--- src/rtl/updown_counter.sv ---
// Up/down modulo counter with prescaled clock enable, optional saturation at the
// bounds, synchronous parallel load, and registered tick / terminal / sticky wrap
// status outputs.
module updown_counter #(
    parameter int unsigned Size     = 5,
    parameter int unsigned Modulus  = 32,
    parameter int unsigned Prescale = 1,
    parameter bit          Saturate = 1'b0
) (
    input  logic            clock,
    input  logic            reset,
    input  logic            enable,
    input  logic            up,
    input  logic            load,
    input  logic [Size-1:0] load_value,
    input  logic            clear_wrap,
    output logic [Size-1:0] count,
    output logic            tick,
    output logic            terminal,
    output logic            wrapped
);

    // A single-stage prescaler still needs a 1-bit register to stay legal.
    localparam int unsigned PsW = (Prescale > 1) ? $clog2(Prescale) : 1;

    localparam logic [PsW-1:0]  PsMax  = PsW'(Prescale - 1);
    localparam logic [Size-1:0] MaxVal = Size'(Modulus - 1);
    localparam logic [Size-1:0] MinVal = '0;

    // Modulus may equal 2**Size, so the load bound needs one extra bit.
    localparam logic [Size:0] LoadLimit = (Size + 1)'(Modulus);

    logic [Size-1:0] count_q, count_d;
    logic [PsW-1:0]  ps_q, ps_d;
    logic            tick_q, tick_d;
    logic            terminal_q, terminal_d;
    logic            wrapped_q, wrapped_d;

    logic            at_max;
    logic            at_min;
    logic            step;
    logic            bound_hit;
    logic [Size-1:0] load_clamped;
    logic [Size-1:0] step_value;

    // Decode the step condition, the bound hit and the candidate next count.
    always_comb begin
        at_max       = (count_q == MaxVal);
        at_min       = (count_q == MinVal);
        step         = enable && (ps_q == PsMax);
        bound_hit    = step && (up ? at_max : at_min);
        load_clamped = ({1'b0, load_value} < LoadLimit) ? load_value : MaxVal;

        step_value = count_q;
        if (up) begin
            if (at_max) begin
                step_value = Saturate ? MaxVal : MinVal;
            end else begin
                step_value = count_q + Size'(1);
            end
        end else begin
            if (at_min) begin
                step_value = Saturate ? MinVal : MaxVal;
            end else begin
                step_value = count_q - Size'(1);
            end
        end
    end

    // Next-state: load outranks stepping; enable low freezes count and prescaler.
    always_comb begin
        count_d    = count_q;
        ps_d       = ps_q;
        tick_d     = 1'b0;
        terminal_d = 1'b0;
        wrapped_d  = wrapped_q;

        if (load) begin
            count_d = load_clamped;
            ps_d    = '0;
        end else begin
            if (enable) begin
                if (step) begin
                    ps_d       = '0;
                    count_d    = step_value;
                    tick_d     = 1'b1;
                    terminal_d = bound_hit;
                end else begin
                    ps_d = ps_q + PsW'(1);
                end
            end
            // A bound hit in the same cycle as clear_wrap keeps the flag set.
            if (bound_hit) begin
                wrapped_d = 1'b1;
            end else if (clear_wrap) begin
                wrapped_d = 1'b0;
            end
        end
    end

    // State registers with synchronous active-high reset.
    always_ff @(posedge clock) begin
        if (reset) begin
            count_q    <= '0;
            ps_q       <= '0;
            tick_q     <= 1'b0;
            terminal_q <= 1'b0;
            wrapped_q  <= 1'b0;
        end else begin
            count_q    <= count_d;
            ps_q       <= ps_d;
            tick_q     <= tick_d;
            terminal_q <= terminal_d;
            wrapped_q  <= wrapped_d;
        end
    end

    assign count    = count_q;
    assign tick     = tick_q;
    assign terminal = terminal_q;
    assign wrapped  = wrapped_q;

endmodule

--- config.mk ---
export PLATFORM = sky130hd
export DESIGN_NAME = updown_counter
export DESIGN_NICKNAME = d
export VERILOG_FILES = /design/src/rtl/updown_counter.sv
export SDC_FILE = /design/constraint.sdc
export NUM_CORES = 1
export LEC_CHECK = 0
export BUFFER_PORTS_ARGS = -buffer_cell sky130_fd_sc_hd__buf_2
export CELL_PAD_IN_SITES_DETAIL_PLACEMENT = 1
export CELL_PAD_IN_SITES_GLOBAL_PLACEMENT = 1
export CORE_ASPECT_RATIO = 0.9
export CORE_UTILIZATION = 36
export CTS_CLUSTER_DIAMETER = 40
export DETAILED_ROUTE_END_ITERATION = 8
export GPL_TIMING_DRIVEN = 0
export PLACE_DENSITY = 0.77
export SKIP_LAST_GASP = 1
export SYNTH_ARGS = -nofsm -noshare
export SYNTH_HDL_FRONTEND = slang
export SYNTH_SLANG_ARGS = --single-unit
--- constraint.sdc ---
create_clock -name clock -period 4.18 [get_ports clock]
set_input_delay 0.627 -clock clock [delete_from_list [all_inputs] [get_ports clock]]
set_output_delay 0.627 -clock clock [all_outputs]
set_load 0.01 [all_outputs]
; ---- Word-level counts from Yosys, hierarchy flattened
; Cells that the tools add are included.
; W data, S select, Z words.
[totals]
regBits = 9
wordCells = 35
in_bits = 11
[classes]
eq_ne = 1
addsub = 3
mux = 11
n_reduce_logical = 11
n_bitwise = 4
[op_table]
columns = op, n
row1 = $mux W5, 6
row2 = $reduce_bool A2 Y1, 3
row3 = $add A5 B1 Y5 const B, 1
row4 = $eq A5 B5 Y1 const B, 1
row5 = $logic_not A5 Y1, 1
row6 = $mux W1, 5
row7 = $sub A5 B1 Y5 const B, 1
row8 = $not A1 Y1, 4
row9 = $reduce_and A2 Y1, 2
row10 = $reduce_or A4 Y1, 1
row11 = $reduce_or A3 Y1, 1
row12 = $logic_and A1 B1 Y1, 2
row13 = $reduce_or A2 Y1, 1
row14 = $add A1 B1 Y1 const B, 1

; ---- Logic depth before layout (Yosys ltp)
[depth]
word_depth = 6
depth_mapped = 7

; ---- Worst setup path after synthesis
; Ideal clock, no wire load.
[synth_timing]
kind = register -> register
startpoint = register count_q[0], in the netlist count[0]
endpoint = register count_q[2], in the netlist count[2]
path_buffers = 0
setup_time_ns = 0.130
stages_incl_launch_ff = 8
synth_period_minus_slack_ns = 1.653
arrival_time_ns = 1.523
required_time_ns = 4.050
slack_ns = 2.527
cell_sequence = dfxtp_1 ha_1 and3_2 ha_1 o21ai_1 a211o_1 o211ai_1 a21oi_1
[synth_via]
elab_chain_cells = 6
word_cells_on_any_way = 10
[synth_lines]
columns = item, line_no
row1 = "start, declared", 33  ; logic [Size-1:0] count_q, count_d;
row2 = "start signal, assigned", 110  ; count_q <= count_d;
row3 = "$sub A5 B1 Y5, or another cell as far along", 65  ; step_value = count_q - Size'(1);
row4 = $mux W5 (on tied branches), "62, 56"
row5 = $mux W5 *, 55  ; if (up) begin
row6 = $mux W5 *, 83  ; if (step) begin
row7 = $mux W5 *, 82  ; if (enable) begin
row8 = $mux W5 *, 78  ; if (load) begin
; Every way passes the cells marked *; elsewhere a longest branch is shown, timed or not. The select of a mux whose other input is x is not followed.
; A chain may end at the register's enable or synchronous reset.

; ---- Worst setup path after layout
; Ends and elaborated chain as after synthesis.

==> reports/metrics.yaml <==
route:
  avgRoutedWirePerCell_um: 12.4
  drt_pass1_iterations: 2
  viasPerCell: 5.18
  routed_wl_um: 1490
  route.detailed.drc: 0
  drt_iter0_drc: 3
  num_vias: 621
  drtAntennaViolNets: 0
sta:
  max_clock_freq_ghz: 0.552
  finalHoldViolCount: 0
  setup_viol: 0
  worst_pin_slew_ns: 0.436
  worst_clock_skew_ns: 0.00377
  drv_slew: 0
  fin_crit_ns: 1.81
  finalSetupTns_ns: 0
  worst_slack_ns: 2.37
  rsz0062_at_grt: "no"
  max_slew_margin: 0.709
  finalCritPeriodShare: 0.434
placement:
  dp_hpwl_um: 1140
  gp_congestion: 0.778
  dp_slack_ns: 2.37
  numPortBuffers: 17
global_routing:
  grt_max_degree: 11
  grt_use_met3: 0.0529
  grt_pass1_wl_um: 2340
  top_usage_layer: "met2"
  grt_usage: 0.184
  grt_pass1_vias: 542
  grtUsageMet1: 0.220
  overflow: 0
  antenna_found_initial: 0
  grtUsageMet2: 0.304
power_and_ir_drop:
  powerDensity_mw_per_mm2: 293
  total_power_uw: 216
  ir_drop_mv: 0.201
  cellLeakagePower_nw: 0.334
clock_network:
  clkTransAtPathRegs_ns: 0.06
  holdBufCountCts: 0
  cts-resized-gates: 0
  cts_buffer_depth: 2
  post_cts_buffers: 0
  cts-root-buf: "clkbuf_4"
  tritoncts: "built"
  cts_sinks: 9
  clk_latency_ns: 0.26
  h-tree-depth: 1
  cts_buffers: 3
critical_path:
  critPathLaunchType: "flop"
  endpoint_kind: "flop"
  cp-startpoint: "count[0]"
  rr_worst_depth: 7
  crit_arrival_ns: 1.95
  cp.required_ns: 4.32
  critPathKind: "flop to flop"
  path_max_fanout: 8
  reg2reg_from: "count[0]"
finish:
  n_antenna_cell: 0
  final_cell_mix: "buf_2 (18), a21oi_1 (9), dfxtp_1 (9)"
  layout_commonest_cell: "buf_2"
  fin_nets: 113
  drive_gt1_frac: 0.276
  area_delta_synth_final_pct: 23.1
yosys:
  synth_nets: 91
  yosysTopAreaCell: "dfxtp_1"
  synth.distinct_cells: 33
  synth_seq_cells: 9
  synth_top_cells_by_area: "dfxtp_1 (30%), a21oi_1 (7.5%), ha_1 (6.3%), o21ai_1 (5.0%), inv_1 (4.4%)"
  mappedNetlistArea_um2: 601
  yosysWarnings: 0
  syn_avg_cell_area_um2: 7.80
  synth_cells: 77
  synth_top_area_share: 0.300
  yosysSeqAreaShare: 0.300
die:
  ios: 19
  initial_utilization: 0.401
  dieArea_mm2: 0.00184
  core_area_mm2: 0.00150
  rows: 13
  die_w_um: 45.1
  fp.dieH_um: 40.8
run:
  maxCapViolCount: 0
hold_path:
  hold_class: "flop to flop"
  worstHoldStart: "wrapped"
  worstHoldPathCells: 2
outcome:
  status: "completed"
[flip-flops by register name (all words and copies together), names as in the netlist]
name	count
count	5
ps_q	1
terminal	1
tick	1
wrapped	1
[area by class of cell]
type                       instances  area (µm²)
buffer                             4        20.0
multi-input combinational         57         374
tap                               22        27.5
sequential                         9         180
timing repair buffer              17        85.1
fill                             214         757
inverter                           7        26.3
clock buffer                       4        26.3
[kinds of logic (layout without fill, tap and decap cells)]
kind of cell | Yosys count | count (layout) | synth area share
AO/OA/AOI/OAI | 26 | 26 | 0.269
flip-flops | 9 | 9 | 0.300
buffers and inverters | 11 | 32 | 0.0771
XOR/XNOR | 2 | 2 | 0.0292
AND/OR/NAND/NOR | 26 | 26 | 0.262
adder cells (fa/ha/maj) | 3 | 3 | 0.0625
[worst max-delay path: stages (launching register included)]
cell      delay (ns)
dfxtp_1         0.47
ha_1            0.24
and3_2          0.19
ha_1            0.26
o21ai_1         0.09
a211o_1         0.29
o211ai_1        0.08
a21oi_1         0.08
[power breakdown]
group	internal, mW	switching, mW
clock network	0.0368	0.0312
registers	0.0904	0.00783
logic	0.0239	0.0261
total	0.151	0.0652
[synthesized netlist by cell type]
library cell,instances
nor4bb_1,1
o21ai_1,6
buf_4,1
clkbuf_1,1
a21o_2,1
nor2_1,4
nand3_1,3
ha_1,3
nand2_1,4
nor3_1,1
a211o_1,1
buf_2,1
nand2b_1,2
a221oi_2,1
nor3_2,1
or4_1,1
nor2b_1,3
dfxtp_1,9
nor4b_1,1
and3_2,1
a31oi_1,1
xor2_1,1
nand3b_1,2
buf_1,1
inv_1,7
o211ai_1,1
and2_1,1
o21ai_0,3
xnor2_1,1
o31a_1,2
a21oi_1,9
or3b_4,1
o21a_1,1
[final timing paths]
kind,endpoint,slack [ns]
worst max-delay path,count[2],2.37
worst max register to register,count[2],2.37
worst min-delay path,wrapped,0.48
worst min register to register,wrapped,0.48
[stage by stage]
step                utilization  instances  instance area, µm²  hold WS, ns
detailed placement        0.477        116                 713        0.474
CTS                       0.494        120                 739        0.483
floorplan                     -         77                 601        0.468
global placement          0.477        116                 713        0.460
finish                    0.494        120                 739        0.483
global route              0.494        120                 739        0.502
[layer usage]
layer,routed length [µm],vias to the layer above,share of wire
li1,-,318,-
met1,738,285,0.50
met3,47,4,0.032
met2,678,14,0.46
met4,23,0,0.015
met5,0,-,0
No activity file was read; power rests on OpenSTA's default activity.
